File: src/rtl/seven_segment_reader_if.sv
`default_nettype none
// ============================================================================
// Module   : seven_segment_reader_if
// Purpose  : Event handshake between the 7-segment reader and its consumer.
//            The reader presents a decoded display change (digit, blank or
//            invalid classification) with valid; the consumer takes it on a
//            clock edge while ready is high.
// Signals  : valid   - event pending (master -> slave)
//            ready   - consumer accepts on this edge (slave -> master)
//            digit   - decoded BCD digit, 4'hF for blank/invalid
//            blank   - event pattern is all segments off
//            invalid - event pattern is neither a digit nor blank
// Revision : 1.0 - initial release
// ============================================================================
interface seven_segment_reader_if;
  logic       valid;
  logic       ready;
  logic [3:0] digit;
  logic       blank;
  logic       invalid;

  modport master (
    output valid,
    output digit,
    output blank,
    output invalid,
    input  ready
  );

  modport slave (
    input  valid,
    input  digit,
    input  blank,
    input  invalid,
    output ready
  );
endinterface
`default_nettype wire

File: src/rtl/seven_segment_reader.sv
`default_nettype none
// ============================================================================
// Module   : seven_segment_reader
// Purpose  : Samples an active-low 7-segment bus, waits until a pattern has
//            been stable for STABLE_CYCLES clocks, decodes it back to a BCD
//            digit (or blank / invalid) and reports each change of the
//            displayed value as one handshake event.
// Ports    : clk         - system clock, rising edge
//            rst_n       - synchronous active-low reset
//            seg[6:0]    - segment bus, active-low, [6]=a ... [0]=g
//            overrun_clr - clears the sticky overrun flag
//            overrun     - sticky: a qualified change was lost during HOLD
//            out         - event handshake (master side)
// Revision : 1.0 - initial release
// ============================================================================
module seven_segment_reader #(
  parameter int STABLE_CYCLES = 4
) (
  input  wire logic                  clk,
  input  wire logic                  rst_n,
  input  wire logic [6:0]            seg,
  input  wire logic                  overrun_clr,
  output logic                       overrun,
  seven_segment_reader_if.master     out
);

  localparam int             CW       = $clog2(STABLE_CYCLES + 1);
  localparam logic [CW-1:0]  C_MAX    = CW'(STABLE_CYCLES);
  localparam logic [6:0]     C_BLANK  = 7'h7F;

  typedef enum logic [0:0] {
    TRACK = 1'b0,
    HOLD  = 1'b1
  } state_t;

  state_t          state_q;
  state_t          state_d;
  logic [6:0]      seg_q;
  logic [CW-1:0]   cnt_q;
  logic [CW-1:0]   cnt_d;
  logic [6:0]      last_reported;
  logic            qualified;
  logic            fresh;
  logic            load;
  logic            drop;
  logic            ovr_set;
  logic [3:0]      dec_digit;
  logic            dec_blank;
  logic            dec_invalid;

  // Stability counter next value: restarts whenever the incoming sample
  // differs from the registered one, otherwise counts up and saturates.
  always_comb begin
    cnt_d = cnt_q;
    if (seg != seg_q) begin
      cnt_d = '0;
    end else if (cnt_q != C_MAX) begin
      cnt_d = cnt_q + 1'b1;
    end
  end

  // Qualification is judged on the counter value being written this edge,
  // so the event is issued on the very edge the counter saturates. When
  // seg matches seg_q the pattern to report is seg_q itself.
  assign qualified = (seg == seg_q) && (cnt_d == C_MAX);
  assign fresh     = qualified && (seg_q != last_reported);

  // Pattern decode of the registered sample.
  always_comb begin
    dec_digit   = 4'hF;
    dec_blank   = 1'b0;
    dec_invalid = 1'b0;
    case (seg_q)
      7'b0000001: dec_digit = 4'd0;
      7'b1001111: dec_digit = 4'd1;
      7'b0010010: dec_digit = 4'd2;
      7'b0000110: dec_digit = 4'd3;
      7'b1001100: dec_digit = 4'd4;
      7'b0100100: dec_digit = 4'd5;
      7'b0100000: dec_digit = 4'd6;
      7'b0001111: dec_digit = 4'd7;
      7'b0000000: dec_digit = 4'd8;
      7'b0000100: dec_digit = 4'd9;
      7'b1111111: dec_blank = 1'b1;
      default:    dec_invalid = 1'b1;
    endcase
  end

  // FSM next-state and control strobes.
  always_comb begin
    state_d = state_q;
    load    = 1'b0;
    drop    = 1'b0;
    ovr_set = 1'b0;
    case (state_q)
      TRACK: begin
        if (fresh) begin
          load    = 1'b1;
          state_d = HOLD;
        end
      end
      HOLD: begin
        // Acceptance takes priority: a change qualifying on the accept edge
        // is picked up from TRACK one edge later (counter stays saturated).
        if (out.ready) begin
          drop    = 1'b1;
          state_d = TRACK;
        end else if (fresh) begin
          ovr_set = 1'b1;
        end
      end
      default: state_d = TRACK;
    endcase
  end

  always_ff @(posedge clk) begin
    if (!rst_n) begin
      state_q       <= TRACK;
      seg_q         <= C_BLANK;
      cnt_q         <= '0;
      last_reported <= C_BLANK;
      out.valid     <= 1'b0;
      out.digit     <= 4'h0;
      out.blank     <= 1'b0;
      out.invalid   <= 1'b0;
      overrun       <= 1'b0;
    end else begin
      state_q <= state_d;
      seg_q   <= seg;
      cnt_q   <= cnt_d;

      if (load) begin
        out.valid     <= 1'b1;
        out.digit     <= dec_digit;
        out.blank     <= dec_blank;
        out.invalid   <= dec_invalid;
        last_reported <= seg_q;
      end else if (drop) begin
        out.valid     <= 1'b0;
      end

      // Set beats clear when both happen on the same edge.
      if (ovr_set) begin
        overrun <= 1'b1;
      end else if (overrun_clr) begin
        overrun <= 1'b0;
      end
    end
  end

endmodule
`default_nettype wire
File: src/flat_wrapper.sv
// flat-port wrapper written by rule: the top's interface ports become plain ports
module seven_segment_reader_flat 
#(
  parameter int STABLE_CYCLES = 4
)
  (clk, rst_n, seg, overrun_clr, overrun, out_valid, out_digit, out_blank, out_invalid, out_ready);
  seven_segment_reader_if out_i ();
  input  wire logic clk;
  input  wire logic rst_n;
  input  wire logic [6:0] seg;
  input  wire logic overrun_clr;
  output logic overrun;
  output wire logic [$bits(out_i.valid)-1:0] out_valid;
  output wire logic [$bits(out_i.digit)-1:0] out_digit;
  output wire logic [$bits(out_i.blank)-1:0] out_blank;
  output wire logic [$bits(out_i.invalid)-1:0] out_invalid;
  input wire logic [$bits(out_i.ready)-1:0] out_ready;
  assign out_valid = out_i.valid;
  assign out_digit = out_i.digit;
  assign out_blank = out_i.blank;
  assign out_invalid = out_i.invalid;
  assign out_i.ready = out_ready;
  seven_segment_reader #(.STABLE_CYCLES(STABLE_CYCLES)) u_core (.clk(clk), .rst_n(rst_n), .seg(seg), .overrun_clr(overrun_clr), .overrun(overrun), .out(out_i));
endmodule
File: config.mk
export PLATFORM = sky130hd
export DESIGN_NAME = seven_segment_reader_flat
export DESIGN_NICKNAME = d
export VERILOG_FILES = /design/src/rtl/seven_segment_reader_if.sv /design/src/rtl/seven_segment_reader.sv /design/src/flat_wrapper.sv
export SDC_FILE = /design/constraint.sdc
export NUM_CORES = 1
export LEC_CHECK = 0
export ABC_CLOCK_PERIOD_IN_PS = 5400
export CORE_UTILIZATION = 36
export CTS_CLUSTER_DIAMETER = 40
export CTS_CLUSTER_SIZE = 10
export DETAILED_ROUTE_END_ITERATION = 7
export DONT_BUFFER_PORTS = 1
export PLACE_DENSITY = 0.58
export SETUP_SLACK_MARGIN = 0.05
export SLEW_MARGIN = 25
export SYNTH_ARGS = -nofsm -noshare
export SYNTH_HDL_FRONTEND = slang
export SYNTH_SLANG_ARGS = --single-unit
File: constraint.sdc
create_clock -name clk -period 5.4 [get_ports clk]
set_input_delay 0.54 -clock clk [delete_from_list [all_inputs] [get_ports clk]]
set_output_delay 0.54 -clock clk [all_outputs]
set_load 0.02 [all_outputs]
==> metrics.md <==
| Metric | Value |
|---|---|
| Endpoints failing hold | `0` |
| Synthesized area per cell | `8.936 sq um` |
| Crit path cell chain | `inv_1 -> ha_1 -> nand2_2 -> or3_1 -> o31a_1 -> nand4bb_1 -> or3_4 -> a21oi_2` |
| Initial Utilization | `0.3872` |
| Layout cell share with drive strength beyond 1 | `0.05634` |
| Worst VDD drop | `145.8 uV` |
| CTS Buf Count | `3` |
| Synth Area in XOR/XNOR | `0.1060` |
| Max-slew violations | `0` |
| TritonCTS clock tree | `done` |
| Detail Route Antenna Nets | `0` |
| Drt wl/cell | `12.46 microns` |
| Die Ht | `62.61 microns` |
| Fin Hold WS | `~280 ps` |
| Setup Skew | `7.508 ps` |
| CTS clk-pin slew, worst paths | `140 ps` |
| Total gr overflow | `0` |
| Synth Area in Adders | `0.01892` |
| Setup bufs post-CTS | `0` |
| Post-synth EDFFs | `0` |
| Synth Cell Area | `~0.0013 sq mm` |
| DP Area | `0.001325 sq mm` |
| Dpl hpwl | `roughly 1700 microns` |
| Antenna Cells | `0` |
| Iter 0 DRT Violations | `a little under 70` |
| CTS hold repair buffers | `0` |
| Initial antenna violation count | `0` |
| Hold Path Class | `input pin to register` |
| Final wirelength | `2342 microns` |
| Synth Register Bits | `26` |
| Vias/cell | `5.032` |
| Post-CTS Resized | `0` |
| CP delay by family, top | `simple AND/OR/NAND/NOR gates` |
| Mapped Cells | `148` |
| Post-synthesis compound-gate area fraction | `0.08136` |
| Area Overhead vs Synth | `2.933%` |
| Register area share after synthesis | `0.3936` |
| Total core area | `0.003416 sq mm` |
| Die Wd | `62.61 microns` |
| Share of synthesized registers carrying an async set or reset | `0` |
| Worst path bufs/invs | `1` |
| Crit path launch type | `register` |
| Slowest cell delay on critical path | `860 ps` |
| Tmin final | `between 2000 and 3000 ps` |
| Synth unique cells | `36` |
| Total GRT Usage | `0.1379` |
| Die area | `between 0.003 and 0.004 sq mm` |
| Placed cell count | `184` |
| Final Cycle Share | `0.5456` |
| Critical path class | `register to register` |
| Gpl congestion | `0.7670` |
| H-tree depth | `1` |
| Area share of and/or/nand/nor cells after synthesis | `0.2611` |
| Layout net count | `about 160` |
| Vias in the first global route | `941` |
| Max_cap viols | `0` |
| Leakage power | `0.0005222 uW` |
| Final instance area | `0.001361 sq mm` |
| Ys Warns | `0` |
| DRC | `0` |
| Root buf cell | `clkbuf_4` |
| Slowest cell on the critical path | `nand4bb_1` |
| Finished Layout Cells | `188` |
| Net Count, Synth | `161` |
| Max frequency | `around 340 MHz` |
| Worst r2r path cells | `8` |
| Synth Flop Type | `dfxtp_1` |
| Slew HR | `0.3351` |
| Unrepaired setup endpoints after global routing | `false` |
| Total number of vias | `946` |
| Most frequent cells in the layout | `dfxtp_1, nand2_1, mux2i_1` |
| Largest net degree at the start of global routing | `19` |
| Max Fanout on Critical Path | `18` |
| Worst Path Arrival | `3210 ps` |
| Worst Path Required | `5660 ps` |
| Num rows | `21` |
| First-pass GRT wire length | `about 4200 microns` |
| Multiplexer share of the synthesized area | `0.08325` |
| Tightest Pin Transition | `991.6 ps` |
| Largest family of logic cells by synthesized area | `simple AND/OR/NAND/NOR gates` |
| Crit. path cell count | `8` |
| Clock Tree Buf Depth | `2` |
| Clk_lat worst skew | `320 ps` |
| Drt pass-1 iters | `4` |
| Crit. End Element | `register` |
| Pwr dens | `233.7 mW/mm^2` |
| # setup viols final | `0` |
| TritonCTS Sinks | `26` |
| Cells on Worst Hold Path | `1` |
| Port-buffer cells | `0` |
| IO Count | `19` |
| Outcome | `finished, final reports clean` |
| Final TNS setup | `0 ps` |
| Most common cell after layout, fill and taps aside | `dfxtp_1` |
## flip-flops by register name, indices dropped and copies added, names as in the netlist
name and flops:
u_core.cnt_q 3, u_core.last_reported 7, u_core.out.blank 1, u_core.out.digit 4, u_core.out.invalid 1, u_core.out.valid 1
u_core.overrun 1, u_core.seg_q 7, u_core.state_q 1
## metal layers
metal	routed length (microns)	share of wire	track usage
met5	0	0	0
met4	14	0.0060	0.02616
met3	173	0.074	0.04927
met2	1029	0.44	0.2147
met1	1124	0.48	0.1836
## cell usage after synthesis (all sizes together) (2+ instances only)
cell type / number / area share
nand4: 3 / 0.014
xor2: 8 / 0.053
nor4: 2 / 0.021
buf: 9 / 0.039
nand3: 5 / 0.019
nand2: 19 / 0.056
o21ai: 4 / 0.015
o31a: 2 / 0.013
xnor2: 8 / 0.053
ha: 2 / 0.019
nand2b: 9 / 0.043
nor3: 3 / 0.011
nor4bb: 2 / 0.015
nand3b: 2 / 0.011
nor2: 10 / 0.028
inv: 4 / 0.011
a21oi: 5 / 0.022
nor3b: 2 / 0.011
dfxtp: 26 / 0.39
or3: 2 / 0.013
mux2i: 11 / 0.083
## through the flow
stage	setup slack [ps]	util	power, uW
3_5_place_dp	2426	0.3879	226.4
3_3_place_gp	2572	0.3879	225.8
2_1_floorplan	3413	-	224.7
5_1_grt	2220	0.3985	336.3
6_report	2454	0.3985	318.2
4_1_cts	2390	0.3985	323.9
## logic make-up (layout without fill, tap and decap cells)
group,after synthesis,in the layout
muxes,11,11
buffers and inverters,15,9
xor gates and xnor gates,16,16
DFF,26,26
adders and majority gates,2,2
and+or+nand+nor,62,62
AOI/OAI and AO/OA,16,16
## worst register-to-register path, stage by stage, from the launching register on
cell	delay, ps
dfxtp_1	360
inv_1	80
ha_1	230
nand2_2	90
or3_1	320
o31a_1	120
nand4bb_1	860
or3_4	690
a21oi_2	130
## path summary, 6_finish.rpt
kind	from	to	slack, ps
min reg2reg	u_core.last_reported[2]$_SDFFE_PN1P_	u_core.last_reported[2]$_SDFFE_PN1P_	510
max	u_core.cnt_q[0]$_SDFF_PN0_	u_core.out.invalid$_SDFFE_PN0P_	2450
max reg2reg	u_core.cnt_q[0]$_SDFF_PN0_	u_core.out.invalid$_SDFFE_PN0P_	2450
min	rst_n	u_core.last_reported[1]$_SDFFE_PN1P_	280
## power by group
group          internal [uW]  total (uW)  switching, uW
logic                   10.1        18.9           8.82
clock network           41.2        96.3           55.0
registers                195         203           8.34
total                    246         318           72.2
## final cells by class
type                    count  area, sq um
multi-input cells         107        728.2
clock buffers               4        36.28
well taps                  46        57.56
fillers                   360         2054
inverters                   5        18.77
flip-flops and latches     26        520.5
(Power assumes the default switching activity.)
